<file path="src/rtl/ring_phase_tracker.sv">
// ring_phase_tracker
//   Watches the one-hot state of an upstream ring counter (same clock
//   domain) and checks that every step is legal. It reports:
//   - the binary index of the active phase bit,
//   - a lock indication,
//   - a one-cycle pulse for each completed revolution,
//   - a revolution counter with a sticky overflow flag,
//   - a sticky error flag.
//
// Parameters
//   N    width of the one-hot phase bus (N >= 2)
//   CW   width of the revolution counter
//
// Ports
//   clk       clock; all state updates happen on its rising edge
//   reset_n   asynchronous, active-low reset
//   en        ring-counter enable (1 = the ring advances on this edge)
//   phase     ring-counter state, N bits, one-hot when legal
//   clear     synchronous clear of the counter, error and lock state
//   idx       index of the set bit in the last legal phase
//   locked    high while tracking a legal sequence
//   wrap      one-cycle pulse for each N-1 -> 0 rotation
//   revs      revolution count, modulo 2^CW
//   revs_ovf  sticky; set when revs wraps from all-ones to zero
//   err       sticky; set when an illegal phase or sequence is seen
module ring_phase_tracker #(
    parameter int N  = 4,
    parameter int CW = 8
) (
    input  logic                 clk,
    input  logic                 reset_n,
    input  logic                 en,
    input  logic [N-1:0]         phase,
    input  logic                 clear,
    output logic [$clog2(N)-1:0] idx,
    output logic                 locked,
    output logic                 wrap,
    output logic [CW-1:0]        revs,
    output logic                 revs_ovf,
    output logic                 err
);

    localparam int IW = $clog2(N);

    typedef enum logic [1:0] {
        IDLE  = 2'd0,
        LOCK  = 2'd1,
        ERROR = 2'd2
    } state_t;

    state_t         state;
    logic [N-1:0]   phase_d;
    logic           en_d;

    logic           one_hot;
    logic [N-1:0]   rotated;
    logic [N-1:0]   expected;
    logic           step_ok;
    logic           is_wrap;
    logic [IW-1:0]  enc;

    // Legality checks compare this edge's phase against last edge's sample.
    // If the ring was enabled on the previous edge it must have rotated left
    // by one; otherwise it must have held its value.
    always_comb begin
        one_hot  = ($countones(phase) == 1);
        rotated  = {phase_d[N-2:0], phase_d[N-1]};
        expected = en_d ? rotated : phase_d;
        step_ok  = one_hot && (phase == expected);
        is_wrap  = en_d && phase_d[N-1] && phase[0];
    end

    // Binary encoding of the phase; only used when phase is one-hot.
    always_comb begin
        enc = '0;
        for (int unsigned i = 0; i < N; i++) begin
            if (phase[i]) begin
                enc = IW'(i);
            end
        end
    end

    always_ff @(posedge clk or negedge reset_n) begin
        if (!reset_n) begin
            state    <= IDLE;
            phase_d  <= '0;
            en_d     <= 1'b0;
            idx      <= '0;
            locked   <= 1'b0;
            wrap     <= 1'b0;
            revs     <= '0;
            revs_ovf <= 1'b0;
            err      <= 1'b0;
        end else begin
            phase_d <= phase;
            en_d    <= en;
            wrap    <= 1'b0;

            // clear overrides every transition; idx keeps its last value
            if (clear) begin
                state    <= IDLE;
                locked   <= 1'b0;
                revs     <= '0;
                revs_ovf <= 1'b0;
                err      <= 1'b0;
            end else begin
                unique case (state)
                    IDLE: begin
                        if (phase == '0) begin
                            state <= IDLE;
                        end else if (one_hot) begin
                            // Initial capture never counts as a wrap,
                            // even when the captured bit is bit 0.
                            state  <= LOCK;
                            locked <= 1'b1;
                            idx    <= enc;
                        end else begin
                            state <= ERROR;
                            err   <= 1'b1;
                        end
                    end

                    LOCK: begin
                        if (step_ok) begin
                            idx <= enc;
                            if (is_wrap) begin
                                wrap <= 1'b1;
                                revs <= revs + CW'(1);
                                if (revs == '1) begin
                                    revs_ovf <= 1'b1;
                                end
                            end
                        end else begin
                            state  <= ERROR;
                            locked <= 1'b0;
                            err    <= 1'b1;
                        end
                    end

                    ERROR: begin
                        state <= ERROR;
                    end

                    default: begin
                        state  <= IDLE;
                        locked <= 1'b0;
                    end
                endcase
            end
        end
    end

endmodule

</file>
<file path="config.mk">
export PLATFORM = sky130hd
export DESIGN_NAME = ring_phase_tracker
export DESIGN_NICKNAME = d
export VERILOG_FILES = /design/src/rtl/ring_phase_tracker.sv
export SDC_FILE = /design/constraint.sdc
export NUM_CORES = 1
export LEC_CHECK = 0
export CAP_MARGIN = 20
export CORE_MARGIN = 2
export CORE_UTILIZATION = 31
export CTS_CLUSTER_DIAMETER = 60
export DETAILED_ROUTE_END_ITERATION = 8
export SLEW_MARGIN = 20
export SYNTH_ARGS = -nofsm -noshare
export SYNTH_HDL_FRONTEND = slang
export SYNTH_SLANG_ARGS = --single-unit
</file>
<file path="constraint.sdc">
create_clock -name clk -period 2.65 [get_ports clk]
set_input_delay 0.6625 -clock clk [delete_from_list [all_inputs] [get_ports clk]]
set_output_delay 0.6625 -clock clk [all_outputs]
set_load 0.05 [all_outputs]
</file>
==> reports/metrics.cfg <==
[synthesis]
syn-num-nets = 143
synth_cell_types = 39
synth-seq-cells = 21
synthAdderAreaFrac_pct = 9.49
synth_cells = 126
synth.area.mux_share_pct = 8.70
synth_top_family_by_area = simple AND/OR/NAND/NOR gates
syn_area_mm2 = 0.00127
synth_compound_area_share_pct = 10.7
yosys.area_share.simple_pct = 19.8
synth_top_area_cell = dfrtp_1
synthTopCellsByArea = dfrtp_1 42%, ha_1 7.9%, mux2_2 4.4%
ys_seq_area_share_pct = 41.5
synth_xor_area_share_pct = 3.26
yosysWarnings = 0
avgSynthCellArea_um2 = 10.0
synth_top_area_share_pct = 41.5

[route]
first_iter_violations = 59
vias = 1057
first_pass_iters = 4
post_drt_wl_per_cell_um = 13.3
postRouteWirelength_um = 2830
drt-vias-per-instance = 4.96
ant_nets = 0
drc = 0

[min_path]
hold_path_class = register to register
holdPathStages = 1

[clock_tree]
cts.path.max_buffers = 2
cts_hold_buf = 0
clk_pin_slew_ns = 0.08
clk_latency_ns = 0.27
h-tree-depth = 1
cts.sinks = 21
cts_made_buffers = 3
cts_tree = built
cts_root_buffer = clkbuf_8

[setup_path]
worst_ep_arrival_time_ns = 3.07
crit_path_max_fanout = 6
worst_setup_path_start_kind = input port
endpoint_kind = register
worstSetupPathType = input port to register
crit_required_ns = 2.85
r2r_cells = 5

[timing]
tightest_slew_ns = 0.501
post-route-min-period_ns = 2.87
drv_slew = 0
hold_ws_ns = 0.511
setup_viol = 14
rsz0062_at_grt = true
slew_headroom_pct = 66.5
timing.fmax_mhz = 349
final_hold_viol_count = 0
fin_crit_sh_pct = 108
setup_ws_ns = -0.219
skew_ns = 0.00602

[floorplanning]
core-area_mm2 = 0.00397
fp.dieH_um = 67.9
die_area_mm2 = 0.00461
start_util_pct = 31.9
row_count = 23
die_x_um = 67.9
num_io_pins = 22

[grt]
grt_start_max_net_pins = 22
grt_pass1_vias = 1036
grt.overflow.total = 0
track_usage_pct = 13.6
grt_antenna_before_repair = 0
grt_pass1_wl_um = 4750

[placement]
place_congestion = 0.826
place_ws_ns = -1.11
placed_area_mm2 = 0.00166
port_buffers = 21
hpwl_um = 2050

[layout]
area_growth_pct = 41.6
fin_nets = 181
num_antenna_cells = 0
final_area_mm2 = 0.00179
drive_above_1_share_pct = 30.1

[power]
max-vdd-ir-drop_mv = 0.286
p_leak_uw = 0.000764
p_per_area_mw_per_mm2 = 505

[run_status]
status = finished, violations left
violations = negative setup slack

[run]
maxCapViolCount = 0

## cells by family (layout without fill, tap and decap cells)
logic type,Yosys count,in the layout
xor+xnor,3,3
fa+ha+maj,9,9
compound gates,24,24
flops,21,21
mux,10,10
buf+inv,19,55
simple gates,40,41
## per-layer routing
layer / track usage, % / wire length (um)
met1: 17.6 / 1270
met2: 22.2 / 1380
met3: 3.78 / 141
met4: 3.75 / 32
met5: 0 / 0
## flip-flops by register name (all words and copies together) (netlist names)
| name | count |
|---|---|
| revs | 8 |
| phase_d | 4 |
| idx | 2 |
| state | 2 |
| en_d | 1 |
| err | 1 |
| locked | 1 |
| revs_ovf | 1 |
| wrap | 1 |
## final cells by class
class,count,area (um2)
fill,388,2180
multi-input combinational,87,747
sequential,21,526
timing repair buffer,38,348
inverter,13,63.8
tap,50,62.6
clock buffer,3,41.3
clock inverter,1,5.00
## worst paths after layout
kind                                     from              endpoint  slack [ns]
max                                  phase[0]  revs_ovf$_DFFE_PN0P_       -0.22
min                        idx[0]$_DFFE_PN0P_    idx[0]$_DFFE_PN0P_        0.51
max reg2reg                    en_d$_DFF_PN0_  revs_ovf$_DFFE_PN0P_        0.66
min reg2reg                idx[0]$_DFFE_PN0P_    idx[0]$_DFFE_PN0P_        0.51
max in group asynchronous             reset_n  phase_d[2]$_DFF_PN0_        1.68
min in group asynchronous             reset_n       err$_DFFE_PN0P_        0.74
## stage by stage
step / util, % / setup TNS [ns] / total power, uW / instances
6_report: 45.1 / -1.61 / 906 / 213
2_1_floorplan: - / -2.56 / 576 / 126
4_1_cts: 44.1 / -1.62 / 908 / 211
3_3_place_gp: 41.9 / -15.22 / 672 / 205
5_1_grt: 45.1 / -3.66 / 954 / 213
3_5_place_dp: 41.9 / -15.76 / 679 / 205
## synthesized netlist by cell type, drive strengths merged
cell,n
clkbuf,2
mux2i,5
nor4,1
inv,13
dfrtp,21
nand3b,1
nor4bb,1
o21ai,8
nor2b,3
and4,2
nand2,4
o31ai,3
nor4b,1
xor2,1
nor2,5
nand2b,1
a31oi,1
and3,1
ha,8
or3,1
fa,1
xnor2,2
a21o,1
nand4,2
a21oi,11
nor3b,1
nor3,3
mux2,5
or3b,1
nand3,8
buf,4
or4,4
## critical path, stage by stage
cell      delay, ns
buf_8          0.08
inv_4          0.03
fa_1           0.52
inv_1          0.05
ha_2           0.19
ha_4           0.23
nor4bb_4       0.25
mux2_4         0.23
nand4_4        0.15
or4_4          0.55
a21oi_2        0.14
## where the power goes
group / switching (uW) / total, uW / internal [uW]
Sequential: 19.1 / 368 / 349
Clock: 112 / 217 / 105
Combinational: 183 / 321 / 138
## what timing repair did
action | in CTS | in global routing
setup endpoints to repair | 16 | 16
setup buffers | 1 | 2
gates resized for setup | 23 | 5
gates cloned | 1 | 0
pin swaps | 5 | 6
## layout by cell type (no fill, tap or decap), types with 2 or more instances in the layout
cell              n
mux2i_1           4
o21ai_0           5
nor2b_1           3
nand3_1           8
clkbuf_8          3
clkdlybuf4s50_1  18
buf_4            17
o21ai_1           2
ha_1              6
nor2_1            5
inv_1            10
o31ai_1           3
mux2_2            3
nor3_1            2
nand2_1           4
or4_4             2
a21oi_1           9
or4_1             2
mux2_4            2
a21oi_2           2
and4_1            2
dfrtp_1          21
(Power assumes the default switching activity.)
